File: config.mk
export PLATFORM = sky130hd
export DESIGN_NAME = hub_port
export DESIGN_NICKNAME = d
export VERILOG_FILES = /design/src/rtl/hub_port_pkg.sv /design/src/rtl/hub_port_fifo.sv /design/src/rtl/hub_port.sv
export SDC_FILE = /design/constraint.sdc
export NUM_CORES = 1
export LEC_CHECK = 0
export CORE_ASPECT_RATIO = 0.7
export CORE_MARGIN = 5
export CORE_UTILIZATION = 54
export CTS_CLUSTER_DIAMETER = 80
export DETAILED_ROUTE_END_ITERATION = 7
export PLACE_DENSITY = 0.8
export SLEW_MARGIN = 20
export SYNTH_ARGS = -nofsm -noshare
export SYNTH_HDL_FRONTEND = slang
export SYNTH_SLANG_ARGS = --single-unit
File: constraint.sdc
create_clock -name clk_cog -period 5.7 [get_ports clk_cog]
set_input_delay 0.57 -clock clk_cog [delete_from_list [all_inputs] [get_ports clk_cog]]
set_output_delay 0.57 -clock clk_cog [all_outputs]
set_load 0.1 [all_outputs]
File: src/rtl/hub_port_pkg.sv
// rtl/hub_port_pkg.sv - shared encodings, command record and address helpers for hub_port
package hub_port_pkg;

  // Transfer size encodings as seen on bus_s and cmd_size
  localparam logic [1:0] SIZE_BYTE = 2'b00;
  localparam logic [1:0] SIZE_WORD = 2'b01;
  localparam logic [1:0] SIZE_LONG = 2'b10;
  localparam logic [1:0] SIZE_ILL  = 2'b11;

  // Transfer sequencer states
  localparam logic [1:0] ST_IDLE = 2'd0;
  localparam logic [1:0] ST_LOAD = 2'd1;
  localparam logic [1:0] ST_WAIT = 2'd2;
  localparam logic [1:0] ST_DONE = 2'd3;

  // One queued command: write flag, size, start address, beats minus one, fill data
  typedef struct packed {
    logic        wr;
    logic [1:0]  size;
    logic [15:0] addr;
    logic [3:0]  len;
    logic [31:0] data;
  } cmd_t;

  localparam int CMD_W = $bits(cmd_t);

  // The reserved size code behaves exactly like a long transfer
  function automatic logic [1:0] legal_size(input logic [1:0] size);
    return (size == SIZE_ILL) ? SIZE_LONG : size;
  endfunction

  // Byte distance between consecutive beats of a burst
  function automatic logic [15:0] addr_step(input logic [1:0] size);
    case (size)
      SIZE_BYTE: return 16'd1;
      SIZE_WORD: return 16'd2;
      default:   return 16'd4;
    endcase
  endfunction

  // Force the start address onto the natural boundary of the transfer size
  function automatic logic [15:0] align_addr(input logic [15:0] addr, input logic [1:0] size);
    case (size)
      SIZE_BYTE: return addr;
      SIZE_WORD: return {addr[15:1], 1'b0};
      default:   return {addr[15:2], 2'b00};
    endcase
  endfunction

endpackage

File: src/rtl/hub_port_fifo.sv
// rtl/hub_port_fifo.sv - synchronous command FIFO with occupancy count
module hub_port_fifo #(
  parameter int WIDTH = 55,
  parameter int DEPTH = 4
) (
  input  logic                       clk,
  input  logic                       rst,
  input  logic                       push,
  input  logic [WIDTH-1:0]           push_data,
  input  logic                       pop,
  output logic [WIDTH-1:0]           pop_data,
  output logic [$clog2(DEPTH+1)-1:0] count,
  output logic                       full,
  output logic                       empty
);

  localparam int AW = $clog2(DEPTH);
  localparam int CW = $clog2(DEPTH + 1);

  logic [WIDTH-1:0] mem [DEPTH];
  logic [AW-1:0]    wr_ptr;
  logic [AW-1:0]    rd_ptr;
  logic             do_push;
  logic             do_pop;

  // Full blocks a push even when the same cycle pops, so ready depends on count only
  assign full     = (count == CW'(DEPTH));
  assign empty    = (count == '0);
  assign do_push  = push && !full;
  assign do_pop   = pop && !empty;
  assign pop_data = mem[rd_ptr];

  // Pointer and occupancy bookkeeping; reset flushes all entries
  always_ff @(posedge clk or posedge rst) begin
    if (rst) begin
      wr_ptr <= '0;
      rd_ptr <= '0;
      count  <= '0;
    end else begin
      if (do_push) wr_ptr <= wr_ptr + AW'(1);
      if (do_pop)  rd_ptr <= rd_ptr + AW'(1);
      if (do_push && !do_pop)      count <= count + CW'(1);
      else if (do_pop && !do_push) count <= count - CW'(1);
    end
  end

  // Entry storage needs no reset: the count gates every read
  always_ff @(posedge clk) begin
    if (do_push) mem[wr_ptr] <= push_data;
  end

endmodule

File: src/rtl/hub_port.sv
// rtl/hub_port.sv - hub-bus initiator turning queued command bursts into single hub transfers
module hub_port
  import hub_port_pkg::*;
#(
  parameter int SLOT       = 7,
  parameter int FIFO_DEPTH = 4
) (
  input  logic        clk_cog,
  input  logic        inp_res,
  input  logic        ena_bus,
  input  logic [7:0]  bus_sel,
  input  logic [7:0]  bus_ack,
  input  logic [31:0] bus_q,
  output logic        bus_r,
  output logic        bus_e,
  output logic        bus_w,
  output logic [1:0]  bus_s,
  output logic [15:0] bus_a,
  output logic [31:0] bus_d,
  input  logic        cmd_valid,
  output logic        cmd_ready,
  input  logic        cmd_wr,
  input  logic [1:0]  cmd_size,
  input  logic [15:0] cmd_addr,
  input  logic [3:0]  cmd_len,
  input  logic [31:0] cmd_data,
  output logic        rsp_valid,
  output logic [31:0] rsp_data,
  output logic        rsp_last,
  output logic        busy
);

  localparam int CW = $clog2(FIFO_DEPTH + 1);

  cmd_t          push_cmd;
  cmd_t          head;
  logic [CW-1:0] fifo_count;
  logic          fifo_full;
  logic          fifo_empty;
  logic          fifo_push;
  logic          fifo_pop;

  logic [1:0]    state;
  logic          wr_q;
  logic [1:0]    size_q;
  logic [15:0]   addr_q;
  logic [3:0]    rem_q;
  logic [31:0]   data_q;
  logic          selected;
  logic          unused_bits;

  assign push_cmd  = '{wr: cmd_wr, size: cmd_size, addr: cmd_addr, len: cmd_len, data: cmd_data};
  assign cmd_ready = !fifo_full;
  assign fifo_push = cmd_valid && !fifo_full;
  assign fifo_pop  = (state == ST_IDLE) && !fifo_empty;

  hub_port_fifo #(
    .WIDTH (CMD_W),
    .DEPTH (FIFO_DEPTH)
  ) u_fifo (
    .clk       (clk_cog),
    .rst       (inp_res),
    .push      (fifo_push),
    .push_data (push_cmd),
    .pop       (fifo_pop),
    .pop_data  (head),
    .count     (fifo_count),
    .full      (fifo_full),
    .empty     (fifo_empty)
  );

  // Transfer sequencer: fetch a command, align it, then one hub transfer per beat
  always_ff @(posedge clk_cog or posedge inp_res) begin
    if (inp_res) begin
      state    <= ST_IDLE;
      wr_q     <= 1'b0;
      size_q   <= SIZE_BYTE;
      addr_q   <= '0;
      rem_q    <= '0;
      data_q   <= '0;
      rsp_data <= '0;
    end else begin
      case (state)
        ST_IDLE: begin
          if (!fifo_empty) begin
            wr_q   <= head.wr;
            size_q <= legal_size(head.size);
            addr_q <= head.addr;
            rem_q  <= head.len;
            data_q <= head.data;
            state  <= ST_LOAD;
          end
        end
        ST_LOAD: begin
          addr_q <= align_addr(addr_q, size_q);
          state  <= ST_WAIT;
        end
        ST_WAIT: begin
          if (bus_ack[SLOT]) begin
            rsp_data <= wr_q ? 32'd0 : bus_q;
            state    <= ST_DONE;
          end
        end
        ST_DONE: begin
          if (rem_q == 4'd0) begin
            state <= ST_IDLE;
          end else begin
            addr_q <= addr_q + addr_step(size_q);
            rem_q  <= rem_q - 4'd1;
            state  <= ST_WAIT;
          end
        end
      endcase
    end
  end

  // Drive the shared slot lines only in our own slot; the hub ORs every slot together
  always_comb begin
    selected = (state == ST_WAIT) && bus_sel[SLOT];
    bus_r    = selected;
    bus_e    = 1'b0;
    bus_w    = wr_q & selected;
    bus_s    = size_q & {2{selected}};
    bus_a    = addr_q & {16{selected}};
    bus_d    = data_q & {32{selected}};
  end

  assign rsp_valid = (state == ST_DONE);
  assign rsp_last  = rsp_valid && (rem_q == 4'd0);
  assign busy      = (fifo_count != '0) || (state != ST_IDLE);

  // Phase and foreign-slot bits are carried for the hub but not needed here
  assign unused_bits = ^{ena_bus, bus_sel, bus_ack};

endmodule
==> summary.log <==
qor: setup_path.cp-startpoint state[1]
qor: cells_and_area.layout.core_utilization 0.677
qor: global_route.grt_pass1_wl 45.9 mm
qor: logic_synthesis.netlist_area 0.0127 mm2
qor: logic_synthesis.cell_type_with_the_highest_aggregate_area_in_the_netlist sky130_fd_sc_hd__edfxtp_1
qor: setup_path.timing.critical_path.cells nor2b_4, buf_16, and3_1, clkdlybuf4s50_1
qor: floorplan.ios 196
qor: logic_synthesis.synth_flop_cell sky130_fd_sc_hd__edfxtp_1
qor: route.drt_first_pass_iters 5
qor: cells_and_area.nFillCells 1,591
qor: route.detail_route.drc_violations 0
qor: logic_synthesis.async_reset_ff_frac 0.304
qor: power.total_power 9460 uW
qor: power.vdd.ir_drop.worst 0.452 mV
qor: logic_synthesis.synth.lib_cells_used.distinct 53
qor: logic_synthesis.number_of_cells_produced_by_synthesis 840
qor: place.placement.setup.worst_slack 2.17 ns
qor: setup_path.worstPathMaxFanout 36
qor: logic_synthesis.synth_adder_area_share 0.0120
qor: cells_and_area.fin_nets 1,130
qor: floorplan.chipHeight 138 um
qor: clock_tree.clkSlewWorstSetupHoldPaths 0.06 ns
qor: clock_tree.cts_buffer_depth 3
qor: setup_path.worst_path_largest_cell_delay 1.20 ns
qor: route.post_drt_wl_per_cell 21.5 um
qor: route.drt_iter0_drcs 685
qor: clock_tree.cts_resized 0
qor: place.port_buffers 179
qor: run_status.outcome finished, final reports clean
qor: sta.rsz0062_at_grt no
qor: logic_synthesis.synth.mux.area_fraction 0.0992
qor: floorplan.effective_utilization_at_floorplan 0.543
qor: setup_path.worst_ep_arrival_time 3.22 ns
qor: route.avgViaCountPerCell 5.68
qor: floorplan.core 0.0234 mm2
qor: logic_synthesis.synth_xor_area_frac 0.00482
qor: logic_synthesis.complex_gate_fraction_of_the_synthesized_area 0.0421
qor: logic_synthesis.largest_family_of_logic_cells_by_synthesized_area simple AND/OR/NAND/NOR gates
qor: setup_path.cp_slowest_cell sky130_fd_sc_hd__clkdlybuf4s50_1
qor: global_route.grt_usage 0.216
qor: cells_and_area.areaGrowthSynthToFinish 24.6%
qor: logic_synthesis.synth.net_count 958
qor: setup_path.critical_path_class reg2out
qor: floorplan.floorplan.die.width 193 um
qor: setup_path.critical_path.n_buffers_inverters 2
qor: global_route.largest_net_degree_at_the_start_of_global_routing 68
qor: power.total_leakage_power 0.00598 uW
qor: clock_tree.root_buffer sky130_fd_sc_hd__clkbuf_16
qor: sta.finalCriticalPeriod 3.79 ns
qor: logic_synthesis.post_synthesis_sequential_element_count 316
qor: clock_tree.post_cts_setup_buffers 0
qor: setup_path.critical_path_required 5.13 ns
qor: sta.slew_headroom 0.288
qor: place.gp_routability_congestion 0.838
qor: clock_tree.clkSinkCount 316
qor: clock_tree.cts_tree yes
qor: place.dp.final_hpwl 17.5 mm
qor: setup_path.setup.worst_path.end_class output port
qor: sta.final_min_period_over_clock_period 0.665
qor: floorplan.row_count 47
qor: cells_and_area.drive_gt1_frac 0.124
qor: cells_and_area.final_common_cell sky130_fd_sc_hd__edfxtp_1
qor: route.total_vias_in_the_final_route 7,703
qor: global_route.via_count_of_the_first_global_routing_pass 7,876
qor: logic_synthesis.yosysWarnings 0
qor: clock_tree.worst_skew_pair.late_latency 0.55 ns
qor: clock_tree.cts_max_level 1
qor: power.power-per-cell-area 597 mW/mm2
qor: sta.worst_slack 1.91 ns
qor: logic_synthesis.post-synth-top-area-fraction 0.519
qor: setup_path.critPathTopFamily buffers and inverters
qor: sta.finalHoldViolCount 0
qor: setup_path.crit-reg2reg-launch u_fifo.count[0]
qor: logic_synthesis.post_synth_main_area_contributors sky130_fd_sc_hd__edfxtp_1, sky130_fd_sc_hd__dfrtp_1, sky130_fd_sc_hd__mux4_2
qor: logic_synthesis.postSynthAreaPerCell 15.1 um2
qor: sta.timing_worst_slew_pin_value 1.07 ns
qor: logic_synthesis.post_synth_and_or_nand_nor_area_fraction 0.113
qor: sta.final_skew 0.0214 ns
qor: sta.drv_slew 0
qor: floorplan.dieArea 0.0268 mm2
qor: sta.finalSetupViolations 0
qor: sta.timing.setup.tns 0 ns
qor: route.drt-total-wl 29.1 mm
qor: clock_tree.numCtsBuffers 30
qor: clock_tree.cts_hold_buffers 0
qor: cells_and_area.layout_common_cells sky130_fd_sc_hd__edfxtp_1, sky130_fd_sc_hd__clkdlybuf4s50_1, sky130_fd_sc_hd__nand2_1
qor: logic_synthesis.seq_total_area_yosys 0.708
qor: route.antenna_left 0
qor: sta.fmax 264 MHz
qor: global_route.initial_antenna_violation_count 4
qor: worst_hold_path.worstHoldStart data_q[1]
qor: flow_run.max-cap-violations 0
qor: global_route.global_route.overflow_total 0
qor: worst_hold_path.hold_crit_path_type reg2reg
qor: logic_synthesis.synth_edf_count 220
qor: setup_path.worst_setup_path_start_kind register
## stage by stage
stage | std cells | hold WS, ns | area, um2
floorplan | 840 | 0.437 | 12700
global placement | 1297 | 0.454 | 14800
detailed placement | 1297 | 0.455 | 14800
finish | 1355 | 0.465 | 15800
global route | 1354 | 0.491 | 15800
CTS | 1353 | 0.469 | 15800
## worst min-delay path: stages, from the launching register on
cell and delay [ns]:
sky130_fd_sc_hd__dfrtp_1 0.33, sky130_fd_sc_hd__nand2_1 0.05, sky130_fd_sc_hd__nand2_1 0.05
## kinds of logic (layout without fill, tap and decap cells)
family,count (synthesis),in the layout
compound gates,89,89
xor+xnor,7,7
fa+ha+maj,11,11
buf+inv,60,256
flops,316,316
mux,57,57
other cells,1,2
simple gates,299,299
## layer usage
metal  routed length (um)  global-route usage  up-vias
met3                 2540              0.0596       49
met4                  358              0.0302        8
met1                12800               0.321     3882
met5                   53                   0        -
li1                     -                   -     3464
met2                13400               0.334      300
## registers in the layout, summed over array words and instances, names as in the netlist
signal	flops
wr_q	1
data_q	32
rsp_data	32
rem_q	4
u_fifo.rd_ptr	2
addr_q	16
u_fifo.mem	220
u_fifo.wr_ptr	2
size_q	2
state	2
u_fifo.count	3
## Yosys cell counts, types with 3 or more instances
cell type,instances
sky130_fd_sc_hd__nand2_1,161
sky130_fd_sc_hd__and3_1,57
sky130_fd_sc_hd__dfrtp_1,96
sky130_fd_sc_hd__a22o_1,4
sky130_fd_sc_hd__nand4_1,3
sky130_fd_sc_hd__edfxtp_1,220
sky130_fd_sc_hd__or3_1,3
sky130_fd_sc_hd__nor2b_1,3
sky130_fd_sc_hd__inv_2,3
sky130_fd_sc_hd__buf_4,5
sky130_fd_sc_hd__xnor2_1,4
sky130_fd_sc_hd__buf_2,13
sky130_fd_sc_hd__a22oi_1,3
sky130_fd_sc_hd__nor2_1,18
sky130_fd_sc_hd__nand3_1,10
sky130_fd_sc_hd__mux4_2,55
sky130_fd_sc_hd__inv_1,8
sky130_fd_sc_hd__clkbuf_1,30
sky130_fd_sc_hd__xor2_1,3
sky130_fd_sc_hd__nand2b_1,32
sky130_fd_sc_hd__o21ai_1,10
sky130_fd_sc_hd__ha_1,9
sky130_fd_sc_hd__a21oi_1,12
sky130_fd_sc_hd__o311ai_1,4
sky130_fd_sc_hd__o21ai_0,39
sky130_fd_sc_hd__a31oi_1,5
## final timing paths
path	to	slack (ns)	cells after the start
setup / recovery	bus_a[5]	1.91	4
hold / removal	data_q[1]	0.46	2
max in group asynchronous	addr_q[0]	4.18	3
min in group asynchronous	data_q[3]	0.57	2
setup reg to reg	u_fifo.count[2]	2.45	10
hold reg to reg	data_q[1]	0.46	2
## area by class of cell
type,count,area (um2),area share
timing repair buffer,189,1890,0.119
clock inverter,14,210,0.0133
tap,318,398,0.0251
inverter,11,43.8,0.00276
sequential,316,9010,0.569
clock buffer,42,826,0.0521
multi-input combinational,464,3470,0.219
antenna,1,2.50,0.000158
## power by group
| group | total [uW] | switching (uW) | internal (uW) |
|---|---|---|---|
| Combinational | 3830 | 2620 | 1210 |
| Clock | 2070 | 830 | 1240 |
| Sequential | 3560 | 449 | 3110 |
Note: power is estimated with default switching activity, not from simulation.
